**config.mk**
```make
export PLATFORM = sky130hd
export DESIGN_NAME = maxpool2d_stream
export DESIGN_NICKNAME = d
export VERILOG_FILES = /design/src/rtl/maxpool2d_stream_pkg.sv /design/src/rtl/maxpool_line_buf.sv /design/src/rtl/maxpool2d_stream.sv
export SDC_FILE = /design/constraint.sdc
export NUM_CORES = 2
export LEC_CHECK = 0
export BUFFER_PORTS_ARGS = -buffer_cell sky130_fd_sc_hd__buf_2
export CORE_MARGIN = 2
export CORE_UTILIZATION = 40
export DETAILED_ROUTE_END_ITERATION = 10
export PLACE_DENSITY_LB_ADDON = 0.1
export SLEW_MARGIN = 20
export SYNTH_ARGS = -nofsm -noshare
export SYNTH_HDL_FRONTEND = slang
export SYNTH_SLANG_ARGS = --single-unit
```
**constraint.sdc**
```tcl
create_clock -name i_clk -period 8 [get_ports i_clk]
set_input_delay 0.4 -clock i_clk [delete_from_list [all_inputs] [get_ports i_clk]]
set_output_delay 0.4 -clock i_clk [all_outputs]
set_load 0.1 [all_outputs]
```
**src/rtl/maxpool2d_stream_pkg.sv**
```systemverilog
// Shared definitions for the maxpool2d_stream stage: FSM states, default pixel
// width and the controller's control-word bit positions.
package maxpool2d_stream_pkg;

  localparam int DATA_WIDTH_DEF = 16;

  typedef enum logic [1:0] {
    IDLE = 2'd0,
    RUN  = 2'd1,
    FIN  = 2'd2
  } state_e;

  localparam int CTRL_START_BIT   = 0;
  localparam int CTRL_DONE_BIT    = 1;
  localparam int CTRL_CONV_BIT    = 2;
  localparam int CTRL_BN_BIT      = 3;
  localparam int CTRL_MAXPOOL_BIT = 4;
  localparam int CTRL_LAYER_LSB   = 5;
  localparam int CTRL_LAYER_MSB   = 8;

endpackage

```
**src/rtl/maxpool_line_buf.sv**
```systemverilog
// One-row buffer of horizontal pair maxima; synchronous write, combinational
// read so the odd-row compare completes in the same cycle as the sample.
module maxpool_line_buf #(
  parameter int DATA_WIDTH = 16,
  parameter int DEPTH      = 208,
  parameter int AW         = 8
) (
  input  logic                  i_clk,
  input  logic                  i_we,
  input  logic [AW-1:0]         i_waddr,
  input  logic [DATA_WIDTH-1:0] i_wdata,
  input  logic [AW-1:0]         i_raddr,
  output logic [DATA_WIDTH-1:0] o_rdata
);

  logic [DATA_WIDTH-1:0] mem_q [DEPTH];

  always_ff @(posedge i_clk) begin
    if (i_we) mem_q[i_waddr] <= i_wdata;
  end

  assign o_rdata = mem_q[i_raddr];

endmodule

```
**src/rtl/maxpool2d_stream.sv**
```systemverilog
// Streaming 2x2 stride-2 signed max-pool over a raster, channel-major stream.
// Define MAXPOOL_RELU_EN to clamp negative pooled results to zero.
module maxpool2d_stream
  import maxpool2d_stream_pkg::*;
#(
  parameter int DATA_WIDTH = DATA_WIDTH_DEF,
  parameter int MAX_WIDTH  = 416,
  parameter int ADDR_WIDTH = 18
) (
  input  logic                  i_clk,
  input  logic                  i_rst,
  input  logic                  i_start,
  input  logic [8:0]            i_max_width,
  input  logic [8:0]            i_max_height,
  input  logic [9:0]            i_max_co,
  input  logic                  i_valid,
  input  logic [DATA_WIDTH-1:0] i_data,
  output logic                  o_valid,
  output logic [DATA_WIDTH-1:0] o_data,
  output logic [ADDR_WIDTH-1:0] o_addr,
  output logic                  o_done,
  output logic                  o_busy
);

  localparam int LB_DEPTH = MAX_WIDTH / 2;
  localparam int LB_AW    = $clog2(LB_DEPTH);

  state_e state_q, state_d;

  logic [8:0]                   width_q, height_q, col_q, row_q;
  logic [9:0]                   co_q, ch_q;
  logic signed [DATA_WIDTH-1:0] pair_q;
  logic [ADDR_WIDTH-1:0]        addrCnt_q, oAddr_q;
  logic [DATA_WIDTH-1:0]        oData_q;
  logic                         oValid_q, oDone_q;

  logic signed [DATA_WIDTH-1:0] dataS, hmax, lbRd, vmax, result;
  logic [DATA_WIDTH-1:0]        lbRdRaw;
  logic [LB_AW-1:0]             lbIdx;
  logic                         accept, lastCol, lastRow, lastCh, fire, lbWe, cfgBad;

  assign accept  = (state_q == RUN) && i_valid;
  assign lastCol = (col_q == width_q - 9'd1);
  assign lastRow = (row_q == height_q - 9'd1);
  assign lastCh  = (ch_q == co_q - 10'd1);
  assign cfgBad  = (i_max_width < 9'd2) || (i_max_height < 9'd2) || (i_max_co == 10'd0);

  // Odd col closes a horizontal pair; even rows stash it, odd rows pool it.
  assign dataS = i_data;
  assign hmax  = (dataS > pair_q) ? dataS : pair_q;
  assign lbRd  = lbRdRaw;
  assign vmax  = (hmax > lbRd) ? hmax : lbRd;
  assign fire  = accept && col_q[0] && row_q[0];
  assign lbWe  = accept && col_q[0] && !row_q[0];
  assign lbIdx = LB_AW'(col_q >> 1);

`ifdef MAXPOOL_RELU_EN
  assign result = vmax[DATA_WIDTH-1] ? '0 : vmax;
`else
  assign result = vmax;
`endif

  maxpool_line_buf #(
    .DATA_WIDTH(DATA_WIDTH),
    .DEPTH     (LB_DEPTH),
    .AW        (LB_AW)
  ) u_line_buf (
    .i_clk  (i_clk),
    .i_we   (lbWe),
    .i_waddr(lbIdx),
    .i_wdata(hmax),
    .i_raddr(lbIdx),
    .o_rdata(lbRdRaw)
  );

  always_ff @(posedge i_clk or negedge i_rst) begin
    if (!i_rst) state_q <= IDLE;
    else        state_q <= state_d;
  end

  always_comb begin
    state_d = state_q;
    case (state_q)
      IDLE:    if (i_start) state_d = cfgBad ? FIN : RUN;
      RUN:     if (accept && lastCol && lastRow && lastCh) state_d = FIN;
      FIN:     state_d = IDLE;
      default: state_d = IDLE;
    endcase
  end

  always_ff @(posedge i_clk or negedge i_rst) begin
    if (!i_rst) begin
      width_q   <= '0;
      height_q  <= '0;
      co_q      <= '0;
      col_q     <= '0;
      row_q     <= '0;
      ch_q      <= '0;
      pair_q    <= '0;
      addrCnt_q <= '0;
      oAddr_q   <= '0;
      oData_q   <= '0;
      oValid_q  <= 1'b0;
      oDone_q   <= 1'b0;
    end else begin
      oValid_q <= fire;
      oDone_q  <= (state_q == FIN);
      if (state_q == IDLE && i_start) begin
        width_q   <= i_max_width;
        height_q  <= i_max_height;
        co_q      <= i_max_co;
        col_q     <= '0;
        row_q     <= '0;
        ch_q      <= '0;
        addrCnt_q <= '0;
        oAddr_q   <= '0;
      end
      if (accept) begin
        if (!col_q[0]) pair_q <= dataS;
        if (lastCol) begin
          col_q <= '0;
          if (lastRow) begin
            row_q <= '0;
            ch_q  <= ch_q + 10'd1;
          end else begin
            row_q <= row_q + 9'd1;
          end
        end else begin
          col_q <= col_q + 9'd1;
        end
      end
      if (fire) begin
        oData_q   <= result;
        oAddr_q   <= addrCnt_q;
        addrCnt_q <= addrCnt_q + 1'b1;
      end
    end
  end

  assign o_valid = oValid_q;
  assign o_data  = oData_q;
  assign o_addr  = oAddr_q;
  assign o_done  = oDone_q;
  assign o_busy  = (state_q == RUN);

endmodule

```
==> results.tsv <==
metric	value	unit
status	completed	
irDropWorstVdd	292	uV
clkSinkCount	3456	
io_buffers	84	
clk_latency	960	ps
synth-edff-count	3328	
finalClockSkew	66.1	ps
grt_pass1_vias	71300	
syn_to_final_growth	15.4	%
htreeDepth	5	
period_needed	6990	ps
tns	0	ps
fmax	143	MHz
maxCapViolCount	0	
start_kind	register	
tightest_slew	1190	ps
drt_iter0_markers	9735	
setup-violations-final	0	
ys_seq_area_share	76.3	%
final_cell_area	156000	sq um
cts_made_buffers	368	
synthTopCellsByCount	edfxtp_1, mux4_2, mux2i_1	
cts_resized	0	
synth_largest_area_cell	edfxtp_1	
wl_per_cell	37.1	um
crit_family	compound AO/OA/AOI/OAI gates	
slowest_stage	dfrtp_4	
overflow	0	
cp.required	8830	ps
ios	85	
reg2reg_depth	16	
synth_ff_type	edfxtp_1	
period_share	87.4	%
r2r_end	o_data[6]	
die-area	342000	sq um
end_kind	register	
dp_hpwl	279000	um
routed_wl	450000	um
netlist_top_cells_area	edfxtp_1, mux4_2, mux2i_1	
synth_top_area_share	74.0	%
hold_path_depth	4	
drtAntennaViolNets	0	
synth.most_common_cell	edfxtp_1	
r2r_setup_slack	1010	ps
antenna_found_initial	39	
ys.warnings.count	0	
root_buffer	clkbuf_16	
max_stage_delay	1110	ps
viasPerCell	6.03	
cts_buffer_depth	4	
gp_congestion	0.900	
async_flop_share	3.70	%
grt.total_usage	26.0	%
max_slew_margin	20.2	%
seq_area	103000	sq um
multi_input_area	31100	sq um
syn_area_per_cell	19.8	sq um
clkSlewWorstSetupHoldPaths	60	ps
crit_buf_inv	1	
n_fill_cell	28300	
start_util	40.2	%
hold_viol_final	0	
place_area	143000	sq um
synth_nets	6918	
ys_types	79	
r2r_start	col_q[2]	
timing.critical_path.fanout_max	28	
hp-class	input pin to register	
rsz0062_at_grt	false	
slew_viol_final	0	
layout.nets	7406	
die_w	585	um
synth_area	135000	sq um
cts_tree	yes	
grt_max_degree	164	
coreArea	336000	sq um
criticalPathCategory	register to register	
post-route-util	46.3	%
vias	73300	
row_count	213	
ys_ff_latch	3456	
crit_chain	buf_4, mux4_2, mux2i_1, o22ai_1, o21ai_0, nand4_1, nor3_1, ha_1, a41oi_1, o21ai_0, a221o_1, a211oi_1, mux2_2, nand2_1, nor3_1, nor2_1	
pwr_density_cell	363	nW/um^2
p_leak	49.8	nW
hp-start	i_max_height[7]	
critPathArrivalTime	7820	ps
die_h	585	um
drive_above_1_share	24.9	%
syn_inst	6831	
grt_pass1_wl	613000	um
dr.pass1.iters	8	
drc_errors	0	
min_to	height_q[7]	
cells in the final DEF (no fill, tap or decap), drive strengths merged, types with 14 or more instances in the layout:
| cell type | synthesis | layout |
|---|---|---|
| and2 | 14 | 14 |
| nand4 | 31 | 31 |
| nand3 | 113 | 113 |
| mux2 | 46 | 46 |
| a211oi | 26 | 26 |
| o21ai | 134 | 134 |
| o221ai | 16 | 16 |
| a21oi | 80 | 80 |
| nor2b | 28 | 28 |
| ha | 39 | 39 |
| dfrtp | 128 | 128 |
| nand2b | 22 | 22 |
| buf | 237 | 450 |
| a31oi | 41 | 41 |
| nor3 | 39 | 39 |
| inv | 39 | 53 |
| and3 | 24 | 24 |
| mux2i | 426 | 426 |
| nor2 | 314 | 314 |
| clkbuf | 149 | 475 |
| dlygate4sd3 | 0 | 54 |
| edfxtp | 3328 | 3328 |
| bufinv | 0 | 28 |
| clkinv | 2 | 145 |
| o22ai | 75 | 75 |
| o211ai | 18 | 18 |
| nand2 | 346 | 346 |
| a221oi | 74 | 74 |
| a22oi | 192 | 192 |
| diode | 0 | 18 |
| mux4 | 657 | 657 |
| nor4 | 26 | 26 |
per-stage QoR:
step | hold slack, ps | setup WS (ps) | cells | power, W
6_report | 201 | 1010 | 12100 | 0.0565
4_1_cts | 129 | 1140 | 12100 | 0.0568
3_5_place_dp | 435 | 1200 | 11400 | 0.0401
2_1_floorplan | 104 | 1310 | 6831 | 0.0329
5_1_grt | 194 | 788 | 12100 | 0.0582
3_3_place_gp | 439 | 1070 | 11400 | 0.0399
worst max path at each step:
stage	startpoint	endpoint	slack (ps)	cells after the start
2_1_floorplan	i_data[15]	o_data[11]	1310	17
3_3_place_gp	col_q[2]	o_data[12]	1070	16
3_5_place_dp	col_q[2]	o_data[6]	1200	16
4_1_cts	col_q[2]	o_data[6]	1140	16
5_1_grt	col_q[2]	o_data[0]	790	16
6_report	col_q[2]	o_data[6]	1010	16
state kept, by name (all words and copies together) (netlist names):
name / count
row_q: 9
o_data: 16
o_valid: 1
col_q: 9
co_q: 10
height_q: 9
pair_q: 16
addrCnt_q: 18
state_q: 2
width_q: 9
o_done: 1
u_line_buf.mem_q: 3328
ch_q: 10
o_addr: 18
cell type report:
| cell class | instances | share of cell area, % |
|---|---|---|
| Clock buffer | 475 | 6.33 |
| Clock inverter | 190 | 1.12 |
| Antenna cell | 18 | 0.0289 |
| Tap cell | 4515 | 3.62 |
| Sequential cell | 3456 | 66.2 |
| Timing Repair Buffer | 504 | 2.65 |
| Inverter | 41 | 0.113 |
| Multi-Input combinational cell | 2948 | 19.9 |
where the power goes:
group	internal [W]	switching, W	leakage [nW]
sequential	0.0232	0.000401	31.7
combinational	0.00474	0.0114	12.5
clock	0.00959	0.00715	5.68
total	0.0376	0.0190	49.8
logic make-up (layout without fill, tap and decap cells):
kind of cell,after synthesis,count (layout),share of synthesized area [%]
AOI/OAI and AO/OA,750,750,3.84
xor gates and xnor gates,24,24,0.156
adders and majority gates,39,39,0.361
buffers and inverters,427,1210,1.44
DFF,3456,3456,76.3
muxes,1129,1129,14.5
other,0,18,0
and+or+nand+nor,1006,1006,3.37
repair_timing:
action / CTS / global route
hold endpoints to repair: 122 / 0
hold buffers: 55 / 0
setup buffers: 0 / 0
worst min-delay path: stages:
cell           delay, ps
dlygate4sd3_1        520
buf_2                110
nand2_1               40
nand2_1               50
layer usage:
layer	global-route usage [%]	vias up	routed length, um	share of wire (%)
li1	-	29200	-	-
met1	37.7	40000	191000	42
met2	40.0	3463	207000	46
met3	4.85	626	37300	8.3
met4	7.98	8	15400	3.4
met5	0	-	65	0.014
Power figures use the tool's default switching activity.
